`src/rtl/reorder_buffer.sv`:
```
// Circular in-order reorder buffer: allocates tags at issue, captures CDB results,
// answers operand lookups and retires one instruction per cycle in program order.
module reorder_buffer #(
  parameter int ROB_W = 4
) (
  input  logic             clk,
  input  logic             rst,
  input  logic             rdy,
  input  logic             issue_valid,
  input  logic [1:0]       issue_type,
  input  logic [4:0]       issue_rd,
  input  logic [31:0]      issue_pc,
  input  logic             issue_pred_jump,
  input  logic             issue_ready,
  input  logic [31:0]      issue_value,
  output logic             rob_full,
  output logic [ROB_W-1:0] issue_rob_id,
  output logic             need_set_reg_dep,
  output logic [4:0]       set_dep_reg_id,
  output logic [ROB_W-1:0] set_dep_rob_id,
  input  logic             wb_valid,
  input  logic [ROB_W-1:0] wb_rob_id,
  input  logic [31:0]      wb_value,
  input  logic             wb_real_jump,
  input  logic [31:0]      wb_target,
  input  logic [ROB_W-1:0] need_rob_id1,
  input  logic [ROB_W-1:0] need_rob_id2,
  output logic             rob_value1_ready,
  output logic [31:0]      rob_value1,
  output logic             rob_value2_ready,
  output logic [31:0]      rob_value2,
  output logic             need_set_reg_value,
  output logic [4:0]       set_value_reg_id,
  output logic [31:0]      set_val,
  output logic [ROB_W-1:0] set_reg_rob_id,
  output logic             store_commit,
  output logic [ROB_W-1:0] store_commit_rob_id,
  output logic             clear,
  output logic [31:0]      clear_pc,
  output logic             halt
);

  localparam int DEPTH = 1 << ROB_W;
  localparam logic [1:0] T_REG    = 2'd0;
  localparam logic [1:0] T_STORE  = 2'd1;
  localparam logic [1:0] T_BRANCH = 2'd2;
  localparam logic [1:0] T_EXIT   = 2'd3;

  logic [ROB_W-1:0] r_head;
  logic [ROB_W-1:0] r_tail;
  logic [ROB_W:0]   r_count;
  logic [DEPTH-1:0] r_busy;
  logic [DEPTH-1:0] r_ready;
  logic [DEPTH-1:0] r_pred;
  logic [DEPTH-1:0] r_real_jump;
  logic [1:0]       r_type   [DEPTH];
  logic [4:0]       r_rd     [DEPTH];
  logic [31:0]      r_pc     [DEPTH];
  logic [31:0]      r_value  [DEPTH];
  logic [31:0]      r_target [DEPTH];

  logic             w_retire;
  logic             w_accept;
  logic             w_mispredict;
  logic             w_flush;
  logic             w_wb;
  logic             w_writes_rd;
  logic [ROB_W:0]   w_count_nxt;

  assign rob_full     = (r_count == (ROB_W+1)'(DEPTH));
  assign w_retire     = rdy & ~clear & ~halt & r_busy[r_head] & r_ready[r_head];
  // A full buffer may still take an issue on the edge its head retires: the
  // freed head slot is exactly the tail slot.
  assign w_accept     = rdy & issue_valid & ~clear & (~rob_full | w_retire);
  assign w_mispredict = w_retire & (r_type[r_head] == T_BRANCH) &
                        (r_real_jump[r_head] != r_pred[r_head]);
  assign w_flush      = rdy & (clear | w_mispredict);
  assign w_wb         = rdy & wb_valid & r_busy[wb_rob_id] & ~w_flush &
                        ~(w_retire & (wb_rob_id == r_head));
  assign w_writes_rd  = (r_rd[r_head] != 5'd0) &
                        ((r_type[r_head] == T_REG) | (r_type[r_head] == T_BRANCH));
  assign w_count_nxt  = r_count + (ROB_W+1)'(w_accept) - (ROB_W+1)'(w_retire);

  assign issue_rob_id     = r_tail;
  assign need_set_reg_dep = w_accept & (issue_rd != 5'd0) &
                            ((issue_type == T_REG) | (issue_type == T_BRANCH));
  assign set_dep_reg_id   = issue_rd;
  assign set_dep_rob_id   = r_tail;

  // Operand lookup with same-cycle CDB bypass.
  always_comb begin
    rob_value1_ready = r_ready[need_rob_id1];
    rob_value1       = r_value[need_rob_id1];
    rob_value2_ready = r_ready[need_rob_id2];
    rob_value2       = r_value[need_rob_id2];
    if (wb_valid && (wb_rob_id == need_rob_id1)) begin
      rob_value1_ready = 1'b1;
      rob_value1       = wb_value;
    end
    if (wb_valid && (wb_rob_id == need_rob_id2)) begin
      rob_value2_ready = 1'b1;
      rob_value2       = wb_value;
    end
  end

  always_ff @(posedge clk) begin
    if (rst) begin
      r_head              <= '0;
      r_tail              <= '0;
      r_count             <= '0;
      r_busy              <= '0;
      r_ready             <= '0;
      r_pred              <= '0;
      r_real_jump         <= '0;
      for (int i = 0; i < DEPTH; i++) begin
        r_type[i]   <= '0;
        r_rd[i]     <= '0;
        r_pc[i]     <= '0;
        r_value[i]  <= '0;
        r_target[i] <= '0;
      end
      need_set_reg_value  <= 1'b0;
      set_value_reg_id    <= '0;
      set_val             <= '0;
      set_reg_rob_id      <= '0;
      store_commit        <= 1'b0;
      store_commit_rob_id <= '0;
      clear               <= 1'b0;
      clear_pc            <= '0;
      halt                <= 1'b0;
    end else if (!rdy) begin
      need_set_reg_value <= 1'b0;
      store_commit       <= 1'b0;
      clear              <= 1'b0;
    end else begin
      need_set_reg_value <= 1'b0;
      store_commit       <= 1'b0;
      clear              <= 1'b0;

      if (w_retire) begin
        r_busy[r_head]  <= 1'b0;
        r_ready[r_head] <= 1'b0;
        r_head          <= r_head + ROB_W'(1);
        if (w_writes_rd) begin
          need_set_reg_value <= 1'b1;
          set_value_reg_id   <= r_rd[r_head];
          set_val            <= r_value[r_head];
          set_reg_rob_id     <= r_head;
        end
        if (r_type[r_head] == T_STORE) begin
          store_commit        <= 1'b1;
          store_commit_rob_id <= r_head;
        end
        if (r_type[r_head] == T_EXIT) begin
          halt <= 1'b1;
        end
        if (w_mispredict) begin
          clear    <= 1'b1;
          clear_pc <= r_real_jump[r_head] ? r_target[r_head] : r_pc[r_head] + 32'd4;
        end
      end

      if (w_wb) begin
        r_ready[wb_rob_id]     <= 1'b1;
        r_value[wb_rob_id]     <= wb_value;
        r_real_jump[wb_rob_id] <= wb_real_jump;
        r_target[wb_rob_id]    <= wb_target;
      end

      if (w_accept && !w_flush) begin
        r_busy[r_tail]      <= 1'b1;
        r_ready[r_tail]     <= issue_ready;
        r_type[r_tail]      <= issue_type;
        r_rd[r_tail]        <= issue_rd;
        r_pc[r_tail]        <= issue_pc;
        r_pred[r_tail]      <= issue_pred_jump;
        r_value[r_tail]     <= issue_value;
        r_real_jump[r_tail] <= 1'b0;
        r_target[r_tail]    <= '0;
        r_tail              <= r_tail + ROB_W'(1);
      end

      // Mispredict drops every younger entry at once; the clear cycle repeats it.
      if (w_flush) begin
        r_busy  <= '0;
        r_ready <= '0;
        r_head  <= '0;
        r_tail  <= '0;
        r_count <= '0;
      end else begin
        r_count <= w_count_nxt;
      end
    end
  end

endmodule

```
`config.mk`:
```
export PLATFORM = sky130hd
export DESIGN_NAME = reorder_buffer
export DESIGN_NICKNAME = d
export VERILOG_FILES = /design/src/rtl/reorder_buffer.sv
export SDC_FILE = /design/constraint.sdc
export NUM_CORES = 2
export LEC_CHECK = 0
export ABC_AREA = 0
export CAP_MARGIN = 0
export CORE_ASPECT_RATIO = 0.75
export CORE_MARGIN = 1.5
export CORE_UTILIZATION = 41
export DETAILED_ROUTE_END_ITERATION = 16
export PLACE_DENSITY = 0.63
export SYNTH_ARGS = -nofsm -noshare
export SYNTH_HDL_FRONTEND = slang
export SYNTH_SLANG_ARGS = --single-unit
```
`constraint.sdc`:
```
create_clock -name clk -period 11.8 [get_ports clk]
set_input_delay 1.18 -clock clk [delete_from_list [all_inputs] [get_ports clk]]
set_output_delay 1.18 -clock clk [all_outputs]
set_load 0.02 [all_outputs]
```
==> flow_metrics.tcl <==
set metrics [dict create \
    fillers 19800 \
    hold_buffers 0 \
    rsz0062_at_grt "false" \
    crit_slowest_cell "dfxtp_4" \
    rows 151 \
    multi_input_area_mm2 0.0421 \
    cts_buffers 187 \
    required_ns 10.62 \
    dieArea_mm2 0.231 \
    pin_count 317 \
    wl_per_cell_um 32.6 \
    portBuffers 316 \
    core_area_mm2 0.226 \
    nets 7464 \
    grt_pass1_vias 66500 \
    route.vias.total 68800 \
    setup_tns_ns 0 \
    path_clk_slew_ns 0.06 \
    drc 0 \
    async_flop_share 0 \
    crit_top_cell "buf_4" \
    path_buf_inv 6 \
    arrival_ns 6.67 \
    outcome "complete, no violations" \
    syn_nets 7724 \
    setup.worst_path.start "r_head[1]$_SDFFE_PP0N_" \
    max_freq_mhz 127 \
    die_w_um 554 \
    place_congestion 0.902 \
    r2r_slack_ns 4.22 \
    ant_nets 0 \
    regArea_mm2 0.0476 \
    drive_above_1_share 0.201 \
    finalClockSkew_ns 0.0845 \
    clk_latency_ns 0.89 \
    critPathKind "reg2out" \
    cts_buffer_depth 4 \
    slew_violations 0 \
    ctsResizeCount 0 \
    post-route-util 0.460 \
    start_util 0.413 \
    pwr_density_cell_mw_per_mm2 135 \
    crit_chain "buf_4 > buf_4 > mux4_2 > nand3_1 > o21ai_0 > a22oi_2 > buf_4 > a21oi_2 > inv_2 > buf_4 > nor3_1 > clkdlybuf4s50_1" \
    area.growth.synth_to_final_pct 11.3 \
    relSlewSlack 0.103 \
    hold_viol_final 0 \
    drv_cap 0 \
    cp-start-kind "flip-flop" \
    finalCriticalPeriod_ns 7.85 \
    grt_usage 0.288 \
    crit_fanout 59 \
    synth_edf_count 1136 \
    synthCells 7553 \
    overflow 0 \
    synth_cell_type_count 79 \
    drtPass1Iterations 6 \
    power.leakage_nw 34.2 \
    avgViaCountPerCell 6.60 \
    finalSetupViolations 0 \
    ctsRootBufferMaster "clkbuf_16" \
    p_total_mw 14.0 \
    grt_max_degree 141 \
    hold_class "reg2reg" \
    drt_wl_total_um 341000 \
    drt_iter0_drc 11400 \
    grt_pass1_wl_um 482000 \
    critPathMaxStageDelay_ns 0.94 \
    layout_setup_ws_ns 3.95 \
    cts_tree "yes" \
    yosysSeqAreaShare 0.509 \
    netlist_area_mm2 0.0935 \
    synth_area_per_cell_um2 12.4 \
    vdd_drop_max_mv 0.114 \
    clock_sinks 1810 \
    dp_hpwl_um 192000 \
    tightest_slew_ns 1.34 \
    fin_crit_sh 0.665 \
    cp-endpoint "need_set_reg_dep" \
    r2r-end "r_value[11][31]$_DFFE_PP_" \
    htreeDepth 4 \
    reg2reg_depth 13 \
    cts_setup_buffers 0 \
    dpl_worst_slack_ns 4.48 \
    instances_no_fill 10400 \
    synth-main-ff-cell "edfxtp_1" \
    critPathTopFamily "buffers and inverters" \
    whs_ns 0.463 \
    grt_antenna_before_repair 40 \
    place_inst 10100 \
    r2r-start "r_head[1]$_SDFFE_PP0N_" \
    ys_seq_elements 1810 \
    die_h_um 416 \
    end_kind "primary output" \
    yosysWarnings 0 \
    design_area_mm2 0.104 \
    place_area_mm2 0.0981 \
    cp.depth 12 \
]
## final cells by class
cell class              count  area share
inverters                  38     0.00147
repair buffers            483      0.0430
flip-flops and latches   1810       0.458
clock buffers             232      0.0478
diodes                     18    0.000433
well taps                2983      0.0359
clock inverters            93     0.00881
multi-input cells        4773       0.405
## state kept, by name, summed over array words and instances (netlist names), 32 cells and up, named ones only
name,count
r_type,32
r_value,512
set_val,32
r_rd,80
clear_pc,32
r_pc,512
r_target,512
## where the power goes
| group | switching [mW] | internal [mW] | leakage (nW) |
|---|---|---|---|
| Sequential | 0.0789 | 6.87 | 17.2 |
| Clock | 2.62 | 3.34 | 2.89 |
| Combinational | 0.678 | 0.432 | 14.2 |
| Total | 3.38 | 10.6 | 34.2 |
## cells in the final DEF (no fill, tap or decap), types with 11 or more instances in the layout
cell type / Yosys / layout
clkdlybuf4s50_1: 0 / 307
xor2_1: 29 / 29
a211oi_1: 18 / 18
nand3_2: 4 / 24
and2_1: 633 / 633
edfxtp_1: 1136 / 1136
o21ai_1: 18 / 18
nor3_1: 37 / 33
clkinv_1: 2 / 22
nor3_4: 7 / 13
buf_4: 29 / 164
clkbuf_1: 593 / 35
nand2b_1: 14 / 11
clkbuf_16: 0 / 189
a22o_1: 357 / 357
diode_2: 0 / 18
nor2_1: 130 / 126
clkinv_2: 0 / 33
inv_1: 34 / 34
mux2_2: 71 / 71
a22oi_1: 12 / 12
o21ai_0: 183 / 175
mux4_2: 849 / 849
nand3_1: 601 / 581
a211o_1: 13 / 13
a21oi_1: 552 / 552
nand4_1: 11 / 11
a31oi_1: 17 / 17
or3_1: 22 / 16
dfxtp_1: 674 / 667
bufinv_16: 0 / 16
nand2_1: 872 / 862
xnor2_1: 14 / 14
ha_1: 15 / 15
o31ai_1: 22 / 22
mux2i_1: 74 / 74
nor2b_1: 19 / 19
o211ai_1: 42 / 42
## worst register-to-register path, delay by kind of cell, from the launching register on
family | cells | cell delay (ns)
AOI/OAI and AO/OA | 3 | 0.60
buffers and inverters | 6 | 4.49
DFF | 1 | 0.94
muxes | 1 | 0.63
and+or+nand+nor | 3 | 0.62
## worst min-delay path by stage
| stage | start | endpoint | slack [ns] | cells after the start |
|---|---|---|---|---|
| finish | r_target[10][11]$_SDFFE_PP0P_ | r_target[10][11]$_SDFFE_PP0P_ | 0.46 | 2 |
| global route | r_target[10][0]$_SDFFE_PP0P_ | r_target[10][0]$_SDFFE_PP0P_ | 0.48 | 2 |
| CTS | r_target[10][23]$_SDFFE_PP0P_ | r_target[10][23]$_SDFFE_PP0P_ | 0.46 | 2 |
| detailed placement | r_target[10][23]$_SDFFE_PP0P_ | r_target[10][23]$_SDFFE_PP0P_ | 0.45 | 2 |
| global placement | r_pred[15]$_SDFFE_PP0P_ | r_pred[15]$_SDFFE_PP0P_ | 0.44 | 2 |
| floorplan | r_pred[15]$_SDFFE_PP0P_ | r_pred[15]$_SDFFE_PP0P_ | 0.43 | 2 |
## synth_stat cells, drive strengths merged, types with 22 or more instances
cell       n  area [um2]
clkbuf   593        2230
o211ai    42         315
and2     633        3960
mux2      71         800
dfxtp    674       13500
a22o     357        3130
nor3      53         389
a21oi    554        2780
xor2      29         254
nand3    605        3050
o31ai     22         165
buf      339        1760
nor2     134         513
or3       22         138
o21ai    201        1010
edfxtp  1136       34100
inv       36         135
mux2i     74         741
mux4     849       19100
nand2    872        3270
## metal layers
layer,global-route usage,wire (um)
met5,0,86
met2,0.430,150000
met3,0.0870,47500
met4,0.114,14600
met1,0.391,128000
## kinds of logic (layout without fill, tap and decap cells)
group           Yosys count  count (layout)  synth area share
buf+inv                 970             846            0.0442
mux                     994             994             0.221
other cells               0              18                 0
compound gates         1288            1288            0.0887
flops                  1810            1810             0.509
fa+ha+maj                16              16           0.00222
simple gates           2432            2432             0.130
xor+xnor                 43              43           0.00403
Power figures use the tool's default switching activity.
